**config.mk**
```make
export PLATFORM = sky130hd
export DESIGN_NAME = snake_vram_arbiter_flat
export DESIGN_NICKNAME = d
export VERILOG_FILES = /design/src/rtl/snake_vram_if.sv /design/src/rtl/snake_vram_arbiter.sv /design/src/flat_wrapper.sv
export SDC_FILE = /design/constraint.sdc
export NUM_CORES = 1
export LEC_CHECK = 0
export CELL_PAD_IN_SITES_DETAIL_PLACEMENT = 0
export CELL_PAD_IN_SITES_GLOBAL_PLACEMENT = 1
export CORE_MARGIN = 4
export CORE_UTILIZATION = 23
export CTS_BUF_LIST = sky130_fd_sc_hd__clkbuf_4 sky130_fd_sc_hd__clkbuf_8
export DETAILED_ROUTE_END_ITERATION = 10
export GPL_TIMING_DRIVEN = 0
export PLACE_DENSITY = 0.78
export SLEW_MARGIN = 20
export SYNTH_ARGS = -nofsm -noshare
export SYNTH_HDL_FRONTEND = slang
export SYNTH_SLANG_ARGS = --single-unit
```
**constraint.sdc**
```tcl
create_clock -name clk_100mhz -period 1.4 [get_ports clk_100mhz]
set_input_delay 0.28 -clock clk_100mhz [delete_from_list [all_inputs] [get_ports clk_100mhz]]
set_output_delay 0.28 -clock clk_100mhz [all_outputs]
set_load 0.05 [all_outputs]
```
**src/rtl/snake_vram_if.sv**
```systemverilog
// Tile-map RAM sharing bus: display fetch, game write/read, clear control and the RAM port itself.
interface snake_vram_if #(
    parameter int unsigned ADDR_W = 10,
    parameter int unsigned DATA_W = 2
);
    logic              disp_req;
    logic [ADDR_W-1:0] disp_addr;
    logic              disp_rvalid;
    logic [DATA_W-1:0] disp_rdata;
    logic              wr_req;
    logic [ADDR_W-1:0] wr_addr;
    logic [DATA_W-1:0] wr_data;
    logic              wr_ack;
    logic              rd_req;
    logic [ADDR_W-1:0] rd_addr;
    logic              rd_ack;
    logic              rd_rvalid;
    logic [DATA_W-1:0] rd_rdata;
    logic              clr_start;
    logic              clr_busy;
    logic              ram_en;
    logic              ram_we;
    logic [ADDR_W-1:0] ram_addr;
    logic [DATA_W-1:0] ram_wdata;
    logic [DATA_W-1:0] ram_rdata;

    // Surrounding system: VGA block, game FSM and the RAM macro
    modport master (
        output disp_req, disp_addr, wr_req, wr_addr, wr_data, rd_req, rd_addr, clr_start, ram_rdata,
        input  disp_rvalid, disp_rdata, wr_ack, rd_ack, rd_rvalid, rd_rdata, clr_busy,
               ram_en, ram_we, ram_addr, ram_wdata
    );

    modport slave (
        input  disp_req, disp_addr, wr_req, wr_addr, wr_data, rd_req, rd_addr, clr_start, ram_rdata,
        output disp_rvalid, disp_rdata, wr_ack, rd_ack, rd_rvalid, rd_rdata, clr_busy,
               ram_en, ram_we, ram_addr, ram_wdata
    );
endinterface

```
**src/rtl/snake_vram_arbiter.sv**
```systemverilog
// Single-port tile-map RAM arbiter: display > clear engine > round-robin game write/read.
module snake_vram_arbiter #(
    parameter int unsigned ADDR_W = 10,
    parameter int unsigned DATA_W = 2,
    parameter int unsigned DEPTH  = 768
) (
    input  logic         clk_100mhz,
    input  logic         RST,
    snake_vram_if.slave  bus
);
    localparam logic [ADDR_W-1:0] LAST_ADDR = ADDR_W'(DEPTH - 1);

    typedef enum logic {ST_IDLE, ST_CLEAR} state_e;

    state_e            state_q, state_d;
    logic [ADDR_W-1:0] clr_ptr_q, clr_ptr_d;
    logic              rd_pri_q, rd_pri_d;
    logic              disp_rvalid_q, disp_rvalid_d;
    logic              rd_rvalid_q, rd_rvalid_d;
    logic              rd_oob_q, rd_oob_d;
    logic              wr_in_range, rd_in_range;

    assign wr_in_range = (bus.wr_addr <= LAST_ADDR);
    assign rd_in_range = (bus.rd_addr <= LAST_ADDR);

    // Grant selection and clear sequencing; nothing is granted while reset is asserted
    always_comb begin
        state_d       = state_q;
        clr_ptr_d     = clr_ptr_q;
        rd_pri_d      = rd_pri_q;
        disp_rvalid_d = 1'b0;
        rd_rvalid_d   = 1'b0;
        rd_oob_d      = 1'b0;
        bus.wr_ack    = 1'b0;
        bus.rd_ack    = 1'b0;
        bus.ram_en    = 1'b0;
        bus.ram_we    = 1'b0;
        bus.ram_addr  = '0;
        bus.ram_wdata = '0;
        if (!RST) begin
            if (bus.disp_req) begin
                bus.ram_en    = 1'b1;
                bus.ram_addr  = bus.disp_addr;
                disp_rvalid_d = 1'b1;
            end else if (state_q == ST_CLEAR) begin
                bus.ram_en   = 1'b1;
                bus.ram_we   = 1'b1;
                bus.ram_addr = clr_ptr_q;
                if (clr_ptr_q == LAST_ADDR) begin
                    state_d   = ST_IDLE;
                    clr_ptr_d = '0;
                end else begin
                    clr_ptr_d = clr_ptr_q + ADDR_W'(1);
                end
            end else if (bus.wr_req && !(bus.rd_req && rd_pri_q)) begin
                bus.wr_ack    = 1'b1;
                bus.ram_en    = wr_in_range;
                bus.ram_we    = wr_in_range;
                bus.ram_addr  = bus.wr_addr;
                bus.ram_wdata = bus.wr_data;
                rd_pri_d      = 1'b1;
            end else if (bus.rd_req) begin
                bus.rd_ack   = 1'b1;
                bus.ram_en   = rd_in_range;
                bus.ram_addr = bus.rd_addr;
                rd_rvalid_d  = 1'b1;
                rd_oob_d     = !rd_in_range;
                rd_pri_d     = 1'b0;
            end
            if ((state_q == ST_IDLE) && bus.clr_start) begin
                state_d = ST_CLEAR;
            end
        end
    end

    always_ff @(posedge clk_100mhz) begin
        if (RST) begin
            state_q       <= ST_IDLE;
            clr_ptr_q     <= '0;
            rd_pri_q      <= 1'b0;
            disp_rvalid_q <= 1'b0;
            rd_rvalid_q   <= 1'b0;
            rd_oob_q      <= 1'b0;
        end else begin
            state_q       <= state_d;
            clr_ptr_q     <= clr_ptr_d;
            rd_pri_q      <= rd_pri_d;
            disp_rvalid_q <= disp_rvalid_d;
            rd_rvalid_q   <= rd_rvalid_d;
            rd_oob_q      <= rd_oob_d;
        end
    end

    // Out-of-range reads never touched the RAM, so its stale output is masked to zero
    assign bus.clr_busy    = (state_q == ST_CLEAR);
    assign bus.disp_rvalid = disp_rvalid_q;
    assign bus.disp_rdata  = disp_rvalid_q ? bus.ram_rdata : '0;
    assign bus.rd_rvalid   = rd_rvalid_q;
    assign bus.rd_rdata    = (rd_rvalid_q && !rd_oob_q) ? bus.ram_rdata : '0;
endmodule

```
**src/flat_wrapper.sv**
```systemverilog
// flat-port wrapper written by rule: the top's interface ports become plain ports
module snake_vram_arbiter_flat 
#(
    parameter int unsigned ADDR_W = 10,
    parameter int unsigned DATA_W = 2,
    parameter int unsigned DEPTH  = 768
)
  (clk_100mhz, RST, bus_disp_req, bus_disp_addr, bus_wr_req, bus_wr_addr, bus_wr_data, bus_rd_req, bus_rd_addr, bus_clr_start, bus_ram_rdata, bus_disp_rvalid, bus_disp_rdata, bus_wr_ack, bus_rd_ack, bus_rd_rvalid, bus_rd_rdata, bus_clr_busy, bus_ram_en, bus_ram_we, bus_ram_addr, bus_ram_wdata);
  snake_vram_if #(.ADDR_W(ADDR_W), .DATA_W(DATA_W)) bus_i ();
  input  logic clk_100mhz;
  input  logic RST;
  input wire logic [$bits(bus_i.disp_req)-1:0] bus_disp_req;
  input wire logic [$bits(bus_i.disp_addr)-1:0] bus_disp_addr;
  input wire logic [$bits(bus_i.wr_req)-1:0] bus_wr_req;
  input wire logic [$bits(bus_i.wr_addr)-1:0] bus_wr_addr;
  input wire logic [$bits(bus_i.wr_data)-1:0] bus_wr_data;
  input wire logic [$bits(bus_i.rd_req)-1:0] bus_rd_req;
  input wire logic [$bits(bus_i.rd_addr)-1:0] bus_rd_addr;
  input wire logic [$bits(bus_i.clr_start)-1:0] bus_clr_start;
  input wire logic [$bits(bus_i.ram_rdata)-1:0] bus_ram_rdata;
  output wire logic [$bits(bus_i.disp_rvalid)-1:0] bus_disp_rvalid;
  output wire logic [$bits(bus_i.disp_rdata)-1:0] bus_disp_rdata;
  output wire logic [$bits(bus_i.wr_ack)-1:0] bus_wr_ack;
  output wire logic [$bits(bus_i.rd_ack)-1:0] bus_rd_ack;
  output wire logic [$bits(bus_i.rd_rvalid)-1:0] bus_rd_rvalid;
  output wire logic [$bits(bus_i.rd_rdata)-1:0] bus_rd_rdata;
  output wire logic [$bits(bus_i.clr_busy)-1:0] bus_clr_busy;
  output wire logic [$bits(bus_i.ram_en)-1:0] bus_ram_en;
  output wire logic [$bits(bus_i.ram_we)-1:0] bus_ram_we;
  output wire logic [$bits(bus_i.ram_addr)-1:0] bus_ram_addr;
  output wire logic [$bits(bus_i.ram_wdata)-1:0] bus_ram_wdata;
  assign bus_i.disp_req = bus_disp_req;
  assign bus_i.disp_addr = bus_disp_addr;
  assign bus_i.wr_req = bus_wr_req;
  assign bus_i.wr_addr = bus_wr_addr;
  assign bus_i.wr_data = bus_wr_data;
  assign bus_i.rd_req = bus_rd_req;
  assign bus_i.rd_addr = bus_rd_addr;
  assign bus_i.clr_start = bus_clr_start;
  assign bus_i.ram_rdata = bus_ram_rdata;
  assign bus_disp_rvalid = bus_i.disp_rvalid;
  assign bus_disp_rdata = bus_i.disp_rdata;
  assign bus_wr_ack = bus_i.wr_ack;
  assign bus_rd_ack = bus_i.rd_ack;
  assign bus_rd_rvalid = bus_i.rd_rvalid;
  assign bus_rd_rdata = bus_i.rd_rdata;
  assign bus_clr_busy = bus_i.clr_busy;
  assign bus_ram_en = bus_i.ram_en;
  assign bus_ram_we = bus_i.ram_we;
  assign bus_ram_addr = bus_i.ram_addr;
  assign bus_ram_wdata = bus_i.ram_wdata;
  snake_vram_arbiter #(.ADDR_W(ADDR_W), .DATA_W(DATA_W), .DEPTH(DEPTH)) u_core (.clk_100mhz(clk_100mhz), .RST(RST), .bus(bus_i));
endmodule
```
---- Yosys cells after proc, flatten, opt, wreduce, memory -nomap -nowiden ----
Index checks and enable logic that the tools add are counted.
word-level totals
  flip-flop bits (word level) ............. 15
  bits of input ports ..................... 40
  output and inout port bits .............. 23
  logic and storage cells ................. 62
cells by class
  add/subtract/negate cells ............... 1
  order comparisons ....................... 2
  equal/unequal tests ..................... 2
  mux-type cells .......................... 37
  bitwise gates (word level) .............. 3
  reductions and logical operators ........ 11
operators by type and width
  operator                                                 count
  2-to-1 mux 10 bit                                        6
  2-to-1 mux 1 bit                                         25
  less-or-equal comparator 10 bit (second input constant)  2
  2-to-1 mux 2 bit                                         6
  adder 10 x 1 -> 10 bit (second input constant)           1
  equality test 10 bit (second input constant)             1
  OR reduction 5 bit                                       1
  logical AND 1 bit                                        4
  logical NOT 1 bit                                        3
  NOT 1 bit                                                3
  AND reduction 3 bit                                      1
  inequality test 2 x 1 -> 1 bit (second input constant)   1
  AND reduction 2 bit                                      1
  nonzero test 2 bit                                       1

---- Logic depth before layout (Yosys ltp) ----
Gate-level depths: netlist of the first run.
  word-level depth ........................ 7
  mapped depth ............................ 6
  depth with buffers taken out ............ 5

---- Worst setup path after synthesis of the first run ----
OpenSTA, ideal clock, no wires.
  path kind ............................... reg-to-output
  start ................................... reg u_core.state_q (netlist: u_core.bus.clr_busy)
  end ..................................... out bus_ram_addr[0]
  arrival time ............................ 2.264 ns
  required time ........................... 1.120 ns
  setup slack ............................. -1.144 ns
  cell stages (with the launch flop) ...... 5
  path buffers ............................ 1
  cell sequence ........................... dfxtp_1 -> or2_2 -> buf_2 -> a221oi_1 -> nor3_1
between the ends
  word-level cells in the longest chain between the ends .. 3
RTL lines
  element                 line                      text
  start, declared         snake_vram_arbiter.sv:15  state_e state_q, state_d;
  start signal, assigned  snake_vram_arbiter.sv:85  state_q <= state_d;
  2-to-1 mux 10 bit       snake_vram_arbiter.sv:45  end else if (state_q == ST_CLEAR) begin
  2-to-1 mux 10 bit       snake_vram_arbiter.sv:41  if (bus.disp_req) begin
  2-to-1 mux 10 bit       snake_vram_arbiter.sv:40  if (!RST) begin
  end, declared           flat_wrapper.sv:30        output wire logic [$bits(bus_i.ram_addr)-1:0] bus_ram_addr;
Every way passes these cells.

---- Worst setup path after layout of the first run ----
  start ................................... reg u_core.rd_pri_q
  end ..................................... out bus_ram_addr[7]
between the ends
  word-level cells in the longest chain between the ends .. 7
RTL lines
  element                 line                      text
  start, declared         snake_vram_arbiter.sv:17  logic rd_pri_q, rd_pri_d;
  start signal, assigned  snake_vram_arbiter.sv:87  rd_pri_q <= rd_pri_d;
  logical AND 1 bit       snake_vram_arbiter.sv:55  end else if (bus.wr_req && !(bus.rd_req && rd_pri_q)) begin
  logical NOT 1 bit       snake_vram_arbiter.sv:55
  logical AND 1 bit       snake_vram_arbiter.sv:55
  2-to-1 mux 10 bit       snake_vram_arbiter.sv:55
  2-to-1 mux 10 bit       snake_vram_arbiter.sv:45
  2-to-1 mux 10 bit       snake_vram_arbiter.sv:41
  2-to-1 mux 10 bit       snake_vram_arbiter.sv:40
Every way passes these cells.

==> results.yml, run 1 <==
run_status:
  status: "finished, violations left"
  violations: "setup timing"
floorplanning:
  initial_utilization_pct: 23.7
  die-width_microns: 75.0
  num_rows: 24
  die-area_sq_mm: 0.00562
  fp.dieH_microns: 75.0
  core_area_sq_mm: 0.00435
  io_pins: 63
sta:
  tns_ns: -7.88
  layout_worst_path_cycle_share_pct: 133
  report.final.slew_viol_count: 0
  finalHoldViolCount: 0
  fin_skew_ns: 0.00188
  rsz0062_at_grt: "true"
  min_period_ns: 1.86
  setup_slack_ns: -0.461
  worst_pin_slew_ns: 0.580
  max_freq_mhz: 537
  setup_viol: 28
  maxSlewHeadroom_pct: 61.3
grt:
  grt_pass1_wl_microns: 6830
  grt_overflow_total: 0
  grt_pass1_vias: 1384
  grt_usage_pct: 15.9
  antenna_found_initial: 0
  grt_max_degree: 11
cts:
  clock_path_buffers: 2
  holdBufCountCts: 0
  cts-root-buf: "clkbuf_8"
  cts_tree: "built"
  clkLatencyLatePin_ns: 0.25
  htree_levels: 1
  clk_pin_slew_ns: 0.06
  cts_sinks: 15
  numCtsBuffers: 3
yosys:
  ys.flop_type: "dfxtp_1"
  syn_area_sq_mm: 0.00103
  synth_top_area_share_pct: 29.1
  synth_cell_type_count: 30
  avgSynthCellArea_sq_um: 7.47
  synthCells: 138
  synth_common_cells: "a21oi_1 (23), nor2_1 (17), dfxtp_1 (15)"
  yosys_register_bits: 15
  synth-edff-count: 0
  synth_area_leaders: "dfxtp_1 (29%), a21oi_1 (11%), a221oi_1 (8.5%)"
  seq_area_frac_synth_pct: 29.1
  async_flop_share_pct: 0
  yosys_warnings: 0
  synth_top_area_cell: "dfxtp_1"
  syn-num-nets: 179
  synth.most_common_cell: "a21oi_1"
critical_path:
  startpoint_type: "flop"
  critPathMaxFanout: 5
  worstPathArrival_ns: 1.58
  cp.required_ns: 1.12
  crit_path_end_kind: "output pin"
  setup.worst_path.class: "flop to output pin"
route:
  drc: 0
  dr.pass1.iters: 4
  viasPerCell: 5.10
  routed_wl_microns: 4650
  post_drt_wl_per_cell_microns: 16.7
  ant_nets: 0
  dr.first_iter.drc_count: 60
  dr_total_vias: 1417
job:
  cap_violations: 0
power:
  ir_drop_mv: 0.576
  leakage_nw: 0.945
  power_density_mw_per_mm2: 634
final_layout:
  drive_gt1_share_pct: 48.2
  regArea_sq_um: 315
  nFillCells: 361
  insertedDiodeCount: 0
  multi_input_area_sq_mm: 0.00104
  fin_area_sq_mm: 0.00251
  area_growth_syn_to_layout_pct: 143
  num-nets-final: 268
min_path:
  hp-class: "input pin to flop"
placement:
  place_area_sq_mm: 0.00188
  dp_hpwl_microns: 2860
  port_buffers: 60
  place.gp.congestion: 0.776
==> metrics by stage <==
step	std cells	utilization (%)	worst slack, ns	hold WS, ns	power (mW)
6_report	278	57.6	-0.461	0.280	1.59
5_1_grt	278	57.6	-0.519	0.274	1.66
4_1_cts	270	54.7	-0.406	0.278	1.56
3_5_place_dp	250	43.2	-1.46	0.528	1.00
3_3_place_gp	250	43.2	-1.44	0.518	1.00
2_1_floorplan	138	-	-0.428	0.395	0.790
==> what timing repair did <==
item	4_1_cts	5_1_grt
endpoints found under the setup margin	34	35
pin swaps	17	8
cloned	3	1
resized for setup	195	22
setup buffers	13	7
==> where the power goes <==
group | internal [mW] | switching [mW]
combinational | 0.370 | 0.402
sequential | 0.434 | 0.00981
clock | 0.221 | 0.153
==> final cells by class <==
class / count / area share, %
Buffer: 10 / 4.69
Clock buffer: 4 / 1.95
Inverter: 11 / 1.65
Sequential cell: 15 / 12.6
Tap cell: 52 / 2.59
Timing Repair Buffer: 84 / 35.1
Multi-Input combinational cell: 102 / 41.5
==> critical path: stages, from the launching register on <==
cell and delay [ns]:
dfxtp_4 0.37, inv_2 0.04, a21boi_4 0.20, buf_4 0.16, buf_8 0.14, a221oi_4 0.07
nor3_4 0.17, buf_6 0.18
==> cell families (layout without fill, tap and decap cells) <==
logic type	Yosys count	after routing	synth area share, %
simple gates	54	54	29.1
flops	15	15	29.1
xor+xnor	8	8	6.80
mux	1	1	0.971
compound gates	38	38	23.3
buf+inv	21	109	9.47
fa+ha+maj	1	1	1.21
==> sequential cells by signal, summed over array words and instances, names as in the netlist <==
signal / cells
u_core.clr_ptr_q: 10
u_core.bus.clr_busy: 1
u_core.bus.disp_rvalid: 1
u_core.bus.rd_rvalid: 1
u_core.rd_oob_q: 1
u_core.rd_pri_q: 1
==> routing by layer <==
layer / part of all wire (%) / global-route usage, %
met4: 0.95 / 3.16
met5: 0 / 0
met1: 43 / 20.6
met2: 49 / 26.7
met3: 7.4 / 4.01
==> path summary, 6_finish.rpt <==
path	start	endpoint	slack [ns]	cells past startpoint
setup / recovery	u_core.rd_pri_q$_SDFFE_PP0P_	bus_ram_addr[7]	-0.46	7
hold / removal	bus_disp_req	u_core.bus.disp_rvalid$_SDFF_PP0_	0.28	3
setup reg to reg	u_core.bus.clr_busy$_SDFFE_PP0P_	u_core.clr_ptr_q[5]$_SDFFE_PP0P_	-0.15	8
hold reg to reg	u_core.clr_ptr_q[7]$_SDFFE_PP0P_	u_core.clr_ptr_q[7]$_SDFFE_PP0P_	0.58	2
==> layout by cell type, fill, tap and decap left out, types with 2 or more instances in the layout <==
| cell type | Yosys | final |
|---|---|---|
| nor4_1 | 2 | 2 |
| clkbuf_4 | 0 | 2 |
| inv_1 | 11 | 10 |
| nor2_2 | 0 | 5 |
| buf_4 | 0 | 17 |
| buf_16 | 0 | 2 |
| buf_12 | 0 | 3 |
| nor3_4 | 0 | 12 |
| nor3b_4 | 0 | 2 |
| a21boi_4 | 0 | 2 |
| nand4_1 | 3 | 3 |
| nand2_1 | 5 | 5 |
| a21oi_2 | 0 | 3 |
| clkbuf_1 | 5 | 2 |
| clkbuf_8 | 0 | 5 |
| and2_1 | 4 | 2 |
| clkbuf_2 | 0 | 3 |
| dfxtp_4 | 0 | 4 |
| dlygate4sd2_1 | 0 | 2 |
| xnor2_1 | 8 | 8 |
| buf_6 | 2 | 22 |
| and3b_2 | 0 | 2 |
| a221oi_4 | 0 | 9 |
| dfxtp_1 | 15 | 11 |
| buf_8 | 0 | 3 |
| clkdlybuf4s50_1 | 0 | 35 |
| and2_4 | 0 | 2 |
| nor2_1 | 17 | 11 |
| a21oi_1 | 23 | 19 |
Note: power is estimated with default switching activity, not from simulation.
==> run 2: changes to the inputs <==
REMOVE_ABC_BUFFERS = 1   (was unset)
==> results.yml, run 2 (same netlist as run 1, synthesis figures left out) <==
route:
  dr_total_vias: 1271
  dr.pass1.iters: 4
  post_drt_wl_per_cell_microns: 13.7
  viasPerCell: 4.78
  dr.first_iter.drc_count: 79
  ant_nets: 0
  drc: 0
  routed_wl_microns: 3660
sta:
  setup_viol: 27
  max_freq_mhz: 557
  finalHoldViolCount: 0
  layout_worst_path_cycle_share_pct: 128
  fin_skew_ns: 0.00255
  worst_pin_slew_ns: 0.794
  min_period_ns: 1.80
  setup_slack_ns: -0.396
  rsz0062_at_grt: "true"
  maxSlewHeadroom_pct: 47.1
  tns_ns: -6.41
  report.final.slew_viol_count: 0
critical_path:
  setup.worst_path.class: "flop to output pin"
  rr_endpoint: "u_core.clr_ptr_q[0]$_SDFFE_PP0P_"
  worstPathArrival_ns: 1.52
  crit_path_end_kind: "output pin"
  slowest_delay_ns: 0.33
  r2r_cells: 5
  reg2reg_slack_ns: -0.08
  critPathMaxFanout: 8
  cp.required_ns: 1.12
  startpoint_type: "flop"
  path_cells: "buf_6, a21boi_4, buf_12, a221oi_1, nor3_1, buf_4"
  crit_slowest_cell: "dfxtp_2"
  rr_startpoint: "u_core.clr_ptr_q[0]$_SDFFE_PP0P_"
floorplanning:
  fp.dieH_microns: 75.0
  initial_utilization_pct: 23.7
  die-area_sq_mm: 0.00562
  core_area_sq_mm: 0.00435
  io_pins: 63
  num_rows: 24
  die-width_microns: 75.0
cts:
  cts_tree: "built"
  numCtsBuffers: 3
  clk_pin_slew_ns: 0.07
  clock_path_buffers: 2
  clkLatencyLatePin_ns: 0.25
  htree_levels: 1
  cts-root-buf: "clkbuf_8"
  cts_sinks: 15
grt:
  grt_pass1_vias: 1200
  grt_overflow_total: 0
  grt_pass1_wl_microns: 5660
  grt_max_degree: 27
  antenna_found_initial: 0
  grt_usage_pct: 13.1
power:
  total_power_mw: 1.38
  power_density_mw_per_mm2: 700
  leakage_nw: 0.784
  ir_drop_mv: 0.320
final_layout:
  finish.utilization_pct: 45.3
  area_growth_syn_to_layout_pct: 91.4
  insertedDiodeCount: 0
  largest_reg_flops: 10
  layoutNonFillerInstCount: 266
  final_common_cell: "clkdlybuf4s50_1"
  drive_gt1_share_pct: 33.6
  fin_area_sq_mm: 0.00197
  max_flop_register: "u_core.clr_ptr_q"
  most-common-layout-cells: "clkdlybuf4s50_1 (35), buf_4 (25), a21oi_1 (21)"
  num-nets-final: 256
min_path:
  min_to: "u_core.bus.disp_rvalid$_SDFF_PP0_"
  min_from: "bus_disp_req"
  whs_path_depth: 3
  hp-class: "input pin to flop"
placement:
  dp_hpwl_microns: 2440
  place.gp.congestion: 0.803
  port_buffers: 62
  place_area_sq_mm: 0.00166
  dp.cells: 242
run_status:
  violations: "setup timing"
  status: "finished, violations left"
job:
  cap_violations: 0
[run 2: cell types whose count changed in the layout (fill, tap and decap cells not counted), sizes merged]
cell	previous run	this run
buf	47	41
clkbuf	13	6
dlygate4sd2	2	3
clkdlybuf4s15	1	0
or2	1	2
[run 2: routing by layer]
metal  routed length (microns)  share of wire, %  global-route usage, %  up-vias
li1                          -                 -                      -      646
met1                      1570                43                   17.1      579
met2                      1740                48                   20.9       44
met3                       320               8.8                   3.20        2
met4                        22              0.60                   4.94        0
met5                         0                 0                      0        -
[run 2: timing repair]
action / in CTS / in global routing
hold endpoints to repair: 0 / 0
gates cloned: 1 / 0
setup buffers: 14 / 5
endpoints found under the setup margin: 38 / 31
pin swaps: 6 / 9
hold buffers: 0 / 0
resized for setup: 173 / 20
[run 2: power by group]
group          total (mW)  switching, mW  internal [mW]
combinational       0.548          0.291          0.257
clock               0.384          0.163          0.221
sequential          0.449         0.0116          0.437
[run 2: worst max-delay path by stage]
| stage | from | end |
|---|---|---|
| global placement | bus_wr_req | bus_ram_wdata[0] |
| global route | u_core.rd_pri_q$_SDFFE_PP0P_ | bus_ram_addr[7] |
| finish | u_core.rd_pri_q$_SDFFE_PP0P_ | bus_ram_addr[7] |
| detailed placement | bus_disp_req | bus_ram_wdata[0] |
| CTS | u_core.rd_pri_q$_SDFFE_PP0P_ | bus_ram_addr[3] |
| floorplan | u_core.bus.clr_busy$_SDFFE_PP0P_ | u_core.rd_oob_q$_SDFF_PP0_ |
[run 2: area by class of cell]
class | count | area [sq um]
inverters | 11 | 41.3
fillers | 438 | 2380
well taps | 52 | 65.1
clock buffers | 4 | 48.8
repair buffers | 81 | 767
flip-flops and latches | 15 | 308
multi-input cells | 103 | 743
[run 2: critical path: cells and delay by family (launching register included)]
family	cells	cell delay, ns
DFF	1	0.33
and+or+nand+nor	1	0.15
buffers and inverters	3	0.51
AOI/OAI and AO/OA	2	0.28
[run 2: metrics by stage]
stage               hold WS, ns  worst slack, ns
floorplan                 0.352            -1.27
global placement          0.519            -2.10
detailed placement        0.533            -1.86
CTS                       0.515           -0.397
global route              0.572           -0.478
finish                    0.529           -0.396
==> run 3: changes to the inputs <==
ABC_AREA = 1   (was unset)
CORE_MARGIN = unset   (was 4)
CORE_UTILIZATION = 25   (was 23)
PLACE_DENSITY = 0.82   (was 0.78)
clock period = 1.7 ns   (was 1.4 ns; I/O delays follow)
==> results.yml, run 3 <==
yosys:
  seq_area_frac_synth_pct: 26.9
  syn_area_sq_mm: 0.00111
  synth_top_family_by_area: "simple AND/OR/NAND/NOR gates"
  synthCells: 193
  synth.most_common_cell: "nand2_1"
  ys.flop_type: "dfxtp_1"
  synthSimpleGateAreaFrac_pct: 45.7
  synth_top_area_share_pct: 26.9
  yosys_register_bits: 15
  async_flop_share_pct: 0
  synthMuxAreaShare_pct: 0
  synth_compound_area_share_pct: 11.7
  post_synth_xor_area_fraction_pct: 2.36
  synth_fa_ha_area_share_pct: 1.12
  synth_common_cells: "nand2_1 (51), nor2_1 (50), inv_1 (26)"
  synth-edff-count: 0
  synth_top_area_cell: "dfxtp_1"
  synth_cell_type_count: 25
  synth_area_leaders: "dfxtp_1 (27%), nand2_1 (17%), nor2_1 (17%)"
  yosys_warnings: 0
  avgSynthCellArea_sq_um: 5.78
critical_path:
  rr_startpoint: "u_core.clr_ptr_q[1]$_SDFFE_PP0P_"
  critPathMaxFanout: 8
  rr_endpoint: "u_core.clr_ptr_q[7]$_SDFFE_PP0P_"
  r2r_cells: 6
  worstPathArrival_ns: 1.35
  endpoint: "bus_ram_addr[8]"
  startpoint: "u_core.rd_pri_q$_SDFFE_PP0P_"
  crit_path_end_kind: "output pin"
  reg2reg_slack_ns: 0.37
  startpoint_type: "flop"
  setup.worst_path.class: "flop to output pin"
  cp.required_ns: 1.36
grt:
  grt_usage_pct: 15.1
  met3_usage_pct: 2.96
  met1_usage_pct: 20.0
  top_usage_layer: "met2"
  grt_pass1_wl_microns: 5400
  grt_overflow_total: 0
  antenna_found_initial: 0
  grtUsageMet2_pct: 24.9
  grt_max_degree: 13
  grt_pass1_vias: 1215
power:
  leakage_nw: 0.959
  power_density_mw_per_mm2: 553
  ir_drop_mv: 0.300
final_layout:
  most-common-layout-cells: "nand2_1 (47), nor2_1 (44), clkdlybuf4s50_1 (32)"
  area_growth_syn_to_layout_pct: 85.5
  max_flop_register: "u_core.clr_ptr_q"
  num-nets-final: 309
  final_common_cell: "nand2_1"
  drive_gt1_share_pct: 25.5
  layoutNonFillerInstCount: 317
  nFillCells: 418
  largest_reg_flops: 10
  insertedDiodeCount: 0
sta:
  setup_viol: 0
  maxSlewHeadroom_pct: 66.6
  min_period_ns: 1.69
  fin_skew_ns: 0.00130
  max_freq_mhz: 592
  worst_pin_slew_ns: 0.503
  finalHoldViolCount: 0
  layout_worst_path_cycle_share_pct: 99.4
  report.final.slew_viol_count: 0
  setup_slack_ns: 0.00951
  rsz0062_at_grt: "true"
route:
  routed_wl_microns: 3800
  post_drt_wl_per_cell_microns: 12.0
  drc: 0
  viasPerCell: 4.46
  ant_nets: 0
  dr.pass1.iters: 4
  dr.first_iter.drc_count: 43
  dr_total_vias: 1414
floorplanning:
  core_area_sq_mm: 0.00414
  die-width_microns: 68.8
  fp.dieH_microns: 68.8
  die-area_sq_mm: 0.00473
  initial_utilization_pct: 26.9
  io_pins: 63
  num_rows: 23
job:
  cap_violations: 0
cts:
  clkLatencyLatePin_ns: 0.24
  clock_path_buffers: 2
  holdBufCountCts: 0
  htree_levels: 1
  cts_sinks: 15
  clk_pin_slew_ns: 0.06
  cts_tree: "built"
  cts-root-buf: "clkbuf_8"
  numCtsBuffers: 3
run_status:
  status: "completed"
min_path:
  hp-class: "input pin to flop"
placement:
  port_buffers: 62
  dp_slack_ns: -1.47
  place.gp.congestion: 0.787
  dp.cells: 299
  dp_hpwl_microns: 2680
## run 3: cell types whose count changed after synthesis, sizes merged, moves of 3 or more
| cell | before | now |
|---|---|---|
| clkbuf | 5 | 1 |
| nor2 | 17 | 50 |
| a221oi | 10 | 0 |
| o21ai | 0 | 3 |
| inv | 11 | 26 |
| nand3 | 1 | 8 |
| xnor2 | 8 | 2 |
| a21oi | 23 | 4 |
| nor3 | 13 | 4 |
| nand2 | 5 | 53 |
| o221ai | 0 | 9 |
## run 3: how the worst min path moves through the flow
| stage | startpoint | endpoint | depth (start not counted) |
|---|---|---|---|
| detailed placement | u_core.rd_pri_q$_SDFFE_PP0P_ | u_core.rd_pri_q$_SDFFE_PP0P_ | 2 |
| floorplan | RST | u_core.clr_ptr_q[8]$_SDFFE_PP0P_ | 1 |
| global route | RST | u_core.clr_ptr_q[6]$_SDFFE_PP0P_ | 2 |
| CTS | RST | u_core.clr_ptr_q[6]$_SDFFE_PP0P_ | 2 |
| global placement | u_core.rd_pri_q$_SDFFE_PP0P_ | u_core.rd_pri_q$_SDFFE_PP0P_ | 2 |
| finish | bus_rd_addr[8] | u_core.rd_oob_q$_SDFF_PP0_ | 3 |
## run 3: metrics by stage
step / power (mW) / hold WS (ns) / utilization (%) / setup TNS, ns / instance area [sq um]
finish: 1.14 / 0.414 / 49.9 / 0 / 2070
global route: 1.20 / 0.423 / 49.9 / -0.601 / 2070
CTS: 1.12 / 0.406 / 46.9 / 0 / 1940
detailed placement: 0.770 / 0.470 / 42.5 / -26.25 / 1760
global placement: 0.771 / 0.465 / 42.5 / -26.64 / 1760
floorplan: 0.587 / 0.409 / - / -9.82 / 1080
## run 3: what timing repair did
action / CTS / global route
pin swaps: 9 / 14
setup endpoints to repair: 37 / 15
gates cloned: 1 / 1
gates resized for setup: 160 / 33
setup buffers: 11 / 1
## run 3: cells by family after synthesis
logic type	count (synthesis)
AND/OR/NAND/NOR	123
buffers and inverters	33
AO/OA/AOI/OAI	18
flip-flops	15
XOR/XNOR	3
adder cells (fa/ha/maj)	1
## run 3: layout make-up
cell class                 instances  area [sq um]  area share, %
tap                               50          62.6           3.02
timing repair inverter             1          8.76          0.423
clock buffer                       4          48.8           2.36
inverter                          27           119           5.75
multi-input combinational        146           793           38.4
timing repair buffer              74           731           35.3
sequential                        15           305           14.8
## run 3: worst max-delay path: stages, from the launching register on
cell     delay, ns
dfxtp_2       0.35
nand2_4       0.07
nand2_8       0.15
nand2_4       0.10
nor2_1        0.09
nor2_1        0.05
nor2_1        0.12
buf_6         0.18
## run 3: report_power, final
| part | internal (mW) | switching [mW] |
|---|---|---|
| Combinational | 0.204 | 0.262 |
| Clock | 0.182 | 0.126 |
| Sequential | 0.360 | 0.0101 |
## run 3: per-layer routing
| metal | vias up | part of all wire, % | routed length [microns] |
|---|---|---|---|
| li1 | 761 | - | - |
| met1 | 603 | 46 | 1760 |
| met2 | 44 | 45 | 1690 |
| met3 | 6 | 7.8 | 295 |
| met4 | 0 | 1.4 | 54 |
| met5 | - | 0 | 0 |
